==> config.mk <==
export PLATFORM = sky130hd
export DESIGN_NAME = mult_div_seq
export DESIGN_NICKNAME = d
export VERILOG_FILES = /design/src/rtl/mult_div_pkg.sv /design/src/rtl/sat_counter.sv /design/src/rtl/mult_div_seq.sv
export SDC_FILE = /design/constraint.sdc
export NUM_CORES = 1
export LEC_CHECK = 0
export CORE_MARGIN = 2
export CORE_UTILIZATION = 40
export CTS_BUF_LIST = sky130_fd_sc_hd__clkbuf_8 sky130_fd_sc_hd__clkbuf_16
export CTS_CLUSTER_DIAMETER = 60
export CTS_CLUSTER_SIZE = 24
export DETAILED_ROUTE_END_ITERATION = 7
export GPL_TIMING_DRIVEN = 0
export HOLD_SLACK_MARGIN = 0.05
export PLACE_DENSITY_LB_ADDON = 0.25
export SYNTH_ARGS = -nofsm -noshare
export SYNTH_HDL_FRONTEND = slang
export SYNTH_HIERARCHICAL = 1
export SYNTH_SLANG_ARGS = --single-unit
==> constraint.sdc <==
create_clock -name clock -period 2 [get_ports clock]
set_input_delay 0.4 -clock clock [delete_from_list [all_inputs] [get_ports clock]]
set_output_delay 0.4 -clock clock [all_outputs]
set_load 0.02 [all_outputs]
==> src/rtl/mult_div_pkg.sv <==
// mult_div_pkg: shared definitions for the mult_div sequencer.
//   state_e                : sequencer state encoding
//   OP_MULT / OP_DIV       : opcode values carried on req_op / md_is_div
//   DEFAULT_TIMEOUT_CYCLES : default watchdog limit in WAIT cycles
package mult_div_pkg;

  typedef enum logic [1:0] {
    ST_IDLE   = 2'd0,
    ST_LAUNCH = 2'd1,
    ST_WAIT   = 2'd2,
    ST_COMMIT = 2'd3
  } state_e;

  localparam logic OP_MULT = 1'b0;
  localparam logic OP_DIV  = 1'b1;

  // mult_div worst case is 33 cycles; the rest is margin.
  localparam int unsigned DEFAULT_TIMEOUT_CYCLES = 40;

endpackage

==> src/rtl/sat_counter.sv <==
// sat_counter: saturating up-counter with synchronous clear, enable and a terminal flag.
// Ports:
//   i_clock  : clock, rising edge
//   i_reset  : asynchronous active-high reset (count -> 0)
//   i_clr    : synchronous clear, wins over i_en
//   i_en     : count up by one, holding at SatVal
//   o_count  : current count
//   o_term   : high while o_count == TermVal
module sat_counter #(
  parameter int unsigned Width   = 6,
  parameter int unsigned SatVal  = 40,
  parameter int unsigned TermVal = 39
) (
  input  logic             i_clock,
  input  logic             i_reset,
  input  logic             i_clr,
  input  logic             i_en,
  output logic [Width-1:0] o_count,
  output logic             o_term
);

  logic [Width-1:0] r_count;

  always_ff @(posedge i_clock or posedge i_reset) begin
    if (i_reset) begin
      r_count <= '0;
    end else if (i_clr) begin
      r_count <= '0;
    end else if (i_en && (r_count != Width'(SatVal))) begin
      r_count <= r_count + Width'(1);
    end
  end

  assign o_count = r_count;
  assign o_term  = (r_count == Width'(TermVal));

endmodule

==> src/rtl/mult_div_seq.sv <==
// mult_div_seq: sequences one multi-cycle mult_div operation on behalf of Control.
// Ports:
//   clock, reset  : rising-edge clock, asynchronous active-high reset
//   req, req_op   : start request and opcode (0 mult, 1 div), sampled only in IDLE
//   abort         : cancel the in-flight operation (ignored in COMMIT)
//   rd_hilo       : Control is executing mfhi/mflo this cycle
//   md_done       : Done from mult_div
//   md_divby0     : DivBy0 from mult_div (only meaningful for div)
//   md_start      : one-cycle start pulse to mult_div (LAUNCH)
//   md_is_div     : latched opcode presented to mult_div
//   hi_write      : HI write enable (COMMIT)
//   lo_write      : LO write enable (COMMIT)
//   busy          : state != IDLE
//   ack           : one-cycle request-accepted pulse (LAUNCH)
//   stall         : rd_hilo & busy (combinational)
//   div0_excp     : one-cycle divide-by-zero pulse, first IDLE cycle after the event
//   timeout_err   : one-cycle watchdog pulse, first IDLE cycle after expiry
//   last_cycles   : WAIT-cycle count of the last committed operation
// CNT_W must satisfy 2**CNT_W > TIMEOUT_CYCLES.
module mult_div_seq
  import mult_div_pkg::*;
#(
  parameter int unsigned TIMEOUT_CYCLES = DEFAULT_TIMEOUT_CYCLES,
  parameter int unsigned CNT_W          = 6
) (
  input  logic             clock,
  input  logic             reset,
  input  logic             req,
  input  logic             req_op,
  input  logic             abort,
  input  logic             rd_hilo,
  input  logic             md_done,
  input  logic             md_divby0,
  output logic             md_start,
  output logic             md_is_div,
  output logic             hi_write,
  output logic             lo_write,
  output logic             busy,
  output logic             ack,
  output logic             stall,
  output logic             div0_excp,
  output logic             timeout_err,
  output logic [CNT_W-1:0] last_cycles
);

  state_e           r_state, w_state_d;
  logic             r_op_q;
  logic             r_div0, r_timeout;
  logic [CNT_W-1:0] r_last;
  logic             w_div0_d, w_timeout_d, w_done_go;
  logic [CNT_W-1:0] w_cnt;
  logic             w_term;

  // Watchdog: cleared in LAUNCH so the first WAIT cycle sees 0.
  sat_counter #(
    .Width  (CNT_W),
    .SatVal (TIMEOUT_CYCLES),
    .TermVal(TIMEOUT_CYCLES - 1)
  ) u_watchdog (
    .i_clock(clock),
    .i_reset(reset),
    .i_clr  (r_state == ST_LAUNCH),
    .i_en   (r_state == ST_WAIT),
    .o_count(w_cnt),
    .o_term (w_term)
  );

  always_comb begin
    w_state_d   = r_state;
    w_div0_d    = 1'b0;
    w_timeout_d = 1'b0;
    w_done_go   = 1'b0;
    case (r_state)
      ST_IDLE:   if (req) w_state_d = ST_LAUNCH;
      ST_LAUNCH: w_state_d = abort ? ST_IDLE : ST_WAIT;
      ST_WAIT: begin
        // Priority: abort, div-by-zero (div only), done, watchdog.
        if (abort) begin
          w_state_d = ST_IDLE;
        end else if ((r_op_q == OP_DIV) && md_divby0) begin
          w_state_d = ST_IDLE;
          w_div0_d  = 1'b1;
        end else if (md_done) begin
          w_state_d = ST_COMMIT;
          w_done_go = 1'b1;
        end else if (w_term) begin
          w_state_d   = ST_IDLE;
          w_timeout_d = 1'b1;
        end
      end
      ST_COMMIT: w_state_d = ST_IDLE;
      default:   w_state_d = ST_IDLE;
    endcase
  end

  always_ff @(posedge clock or posedge reset) begin
    if (reset) begin
      r_state   <= ST_IDLE;
      r_op_q    <= OP_MULT;
      r_div0    <= 1'b0;
      r_timeout <= 1'b0;
      r_last    <= '0;
    end else begin
      r_state   <= w_state_d;
      r_div0    <= w_div0_d;
      r_timeout <= w_timeout_d;
      if ((r_state == ST_IDLE) && req) r_op_q <= req_op;
      if (w_done_go) r_last <= w_cnt + CNT_W'(1);
    end
  end

  assign md_start    = (r_state == ST_LAUNCH);
  assign ack         = (r_state == ST_LAUNCH);
  assign hi_write    = (r_state == ST_COMMIT);
  assign lo_write    = (r_state == ST_COMMIT);
  assign busy        = (r_state != ST_IDLE);
  assign md_is_div   = (r_op_q == OP_DIV);
  assign div0_excp   = r_div0;
  assign timeout_err = r_timeout;
  assign last_cycles = r_last;
  // HI/LO only become valid on the edge that ends COMMIT, so COMMIT stalls too.
  assign stall       = rd_hilo & busy;

endmodule

==> results.json, run 1 <==
{
  "dpl_worst_slack_ns": 0.0467,
  "syn_nets": 107,
  "rsz0062_at_grt": "false",
  "synth_area_sq_um": 982,
  "cts.sink_count": 17,
  "layout-drive-gt1-share_pct": 14.8,
  "drv_slew": 0,
  "fin_nets": 134,
  "p_leak_nw": 0.574,
  "synth-main-ff-cell": "dfrtp_1",
  "period_needed_ns": 1.92,
  "yosysMostFrequentCell": "dfrtp_1",
  "max_freq_mhz": 521,
  "gp_congestion": 0.863,
  "start_util_pct": 43.2,
  "critPathMaxFanout": 5,
  "synthTopCellsByArea": "dfrtp_1 43%, mux2_4 4.6%, ha_1 3.8%",
  "dp_hpwl_um": 1510,
  "drt-initial-drc-count": 17,
  "yosys-top-cells-count": "17 x dfrtp_1, 8 x nand2_1, 7 x a21oi_1, 7 x inv_1",
  "cts-root-buf": "clkbuf_8",
  "end_kind": "primary output",
  "grt_pass1_wl_um": 3430,
  "worst_slew_pin_slew_ns": 0.410,
  "layout_setup_ws_ns": 0.0791,
  "max-clock-path-buffers": 2,
  "setup_viol": 0,
  "antenna_left": 0,
  "num_rows": 17,
  "synth_cell_type_count": 36,
  "io_pins": 23,
  "vdd_drop_max_mv": 0.558,
  "start_kind": "flop",
  "synth_edf_count": 0,
  "cts_setup_buffers": 0,
  "routedWlPerCell_um": 13.1,
  "path_clk_slew_ns": 0.07,
  "maxCapViolations": 0,
  "clk_latency_ns": 0.26,
  "power.density_mw_per_mm2": 992,
  "yosys_warnings": 6,
  "post-route-period-util_pct": 96.0,
  "dr.pass1.iters": 4,
  "grt_max_degree": 12,
  "coreArea_sq_mm": 0.00228,
  "hold_viol": 0,
  "drc": 0,
  "avgSynthCellArea_sq_um": 10.2,
  "ys_seq_elements": 17,
  "die_h_um": 53.6,
  "gr-total-overflow": 0,
  "io_buffers": 22,
  "grt_pass1_vias": 784,
  "cts_tree": "yes",
  "crit_required_ns": 1.60,
  "die_w_um": 53.6,
  "die-area_sq_mm": 0.00287,
  "dpl_cell_area_sq_mm": 0.00124,
  "hp-class": "input port to async pin",
  "slew_headroom_pct": 72.6,
  "status": "completed",
  "fin_area_sq_mm": 0.00128,
  "via_count": 789,
  "area_delta_synth_final_pct": 30.8,
  "antenna_found_initial": 0,
  "diodes": 0,
  "path_class": "flop to primary output",
  "cp.arrival_ns": 1.52,
  "synth-seq-area-share_pct": 43.3,
  "synth_cells": 96,
  "grt_usage_pct": 16.8,
  "yosysTopAreaCellShare_pct": 43.3,
  "totalWireLength_um": 1960,
  "viasPerCell": 5.26,
  "cts_inserted_buffers": 3,
  "htree_levels": 1,
  "fin_skew_ns": 0.00146,
  "yosys.area.top_type": "dfrtp_1",
  "setup-tns-final_ns": 0,
  "synthArstFlopShare_pct": 100
}
-- metal layers --
metal	vias to the layer above	GRT usage, %	part of all wire (%)
met5	-	0	0
met4	0	10.7	2.7
met3	5	2.50	4.7
met2	21	28.2	47
met1	373	19.9	45
li1	390	-	-
-- metrics by stage --
step / std cells / hold WS, ns / utilization (%) / power (mW)
floorplan: 96 / 0.191 / - / 0.805
global placement: 146 / 0.499 / 54.4 / 1.01
detailed placement: 146 / 0.510 / 54.4 / 1.02
CTS: 150 / 0.391 / 56.3 / 1.29
global route: 150 / 0.417 / 56.5 / 1.36
finish: 150 / 0.387 / 56.5 / 1.27
-- worst max-delay path, stage by stage (launching register included) --
cell	delay, ns
dfrtp_2	0.42
and2_1	0.16
buf_4	0.10
clkdlybuf4s50_1	0.58
-- where the power goes --
part | switching (mW) | internal, mW
Clock | 0.129 | 0.139
Sequential | 0.0849 | 0.419
Combinational | 0.253 | 0.250
Total | 0.467 | 0.808
-- registers in the layout, summed over array words and instances (netlist names) --
| name | cells |
|---|---|
| timeout_err | 1 |
| div0_excp | 1 |
| last_cycles | 6 |
| r_state | 2 |
| md_is_div | 1 |
| u_watchdog/o_count | 6 |
-- layout by cell type (no fill, tap or decap), drive strengths merged, types with 2 or more instances in the layout --
cell type,Yosys,final
a21oi,7,7
a31oi,2,2
and2,3,3
and3,2,2
buf,5,5
clkbuf,0,3
clkdlybuf4s50,0,19
dfrtp,17,17
dlygate4sd2,0,2
ha,3,3
inv,7,7
mux2,4,4
nand2,8,8
nand2b,2,2
nand3,4,4
nand4,2,2
nor2,4,4
nor2b,2,2
nor3,2,2
nor3b,2,2
o21ai,2,2
or3,2,2
xnor2,4,4
-- worst paths after layout --
check / start / end / slack, ns / cells past startpoint
worst max register to register: u_watchdog/o_count[0] / u_watchdog/o_count[1] / 0.24 / 5
worst max-delay path: r_state[0] / lo_write / 0.08 / 3
worst min register to register: last_cycles[3] / last_cycles[3] / 0.52 / 1
max in group asynchronous: reset / r_state[0] / 1.24 / 2
min in group clock: last_cycles[3] / last_cycles[3] / 0.52 / 1
worst min-delay path: reset / u_watchdog/o_count[1] / 0.39 / 2
-- timing repair --
| item | 4_1_cts | 5_1_grt |
|---|---|---|
| hold buffers | 0 | 0 |
| resized for setup | 2 | 2 |
| setup endpoints to repair | 2 | 2 |
-- area by class of cell --
class	instances	area, sq um
buffer	5	36.3
clock buffer	3	41.3
clock inverter	1	5.00
fill	205	991
inverter	7	26.3
multi-input combinational	67	494
sequential	17	427
tap	28	35.0
timing repair buffer	22	220
-- cells by family after synthesis --
logic type / share of synthesized area, %
AO/OA/AOI/OAI: 9.43
XOR/XNOR: 4.46
adder cells (fa/ha/maj): 3.82
buffers and inverters: 6.37
flip-flops: 43.3
multiplexers: 5.73
AND/OR/NAND/NOR: 26.9
Note: power is estimated with default switching activity, not from simulation.
==> run 2, diff against run 1 <==
- CTS_CLUSTER_SIZE: 24 -> unset
==> results of run 2 <==
No change in the layout: final DEF, timing and power equal those of run 1.
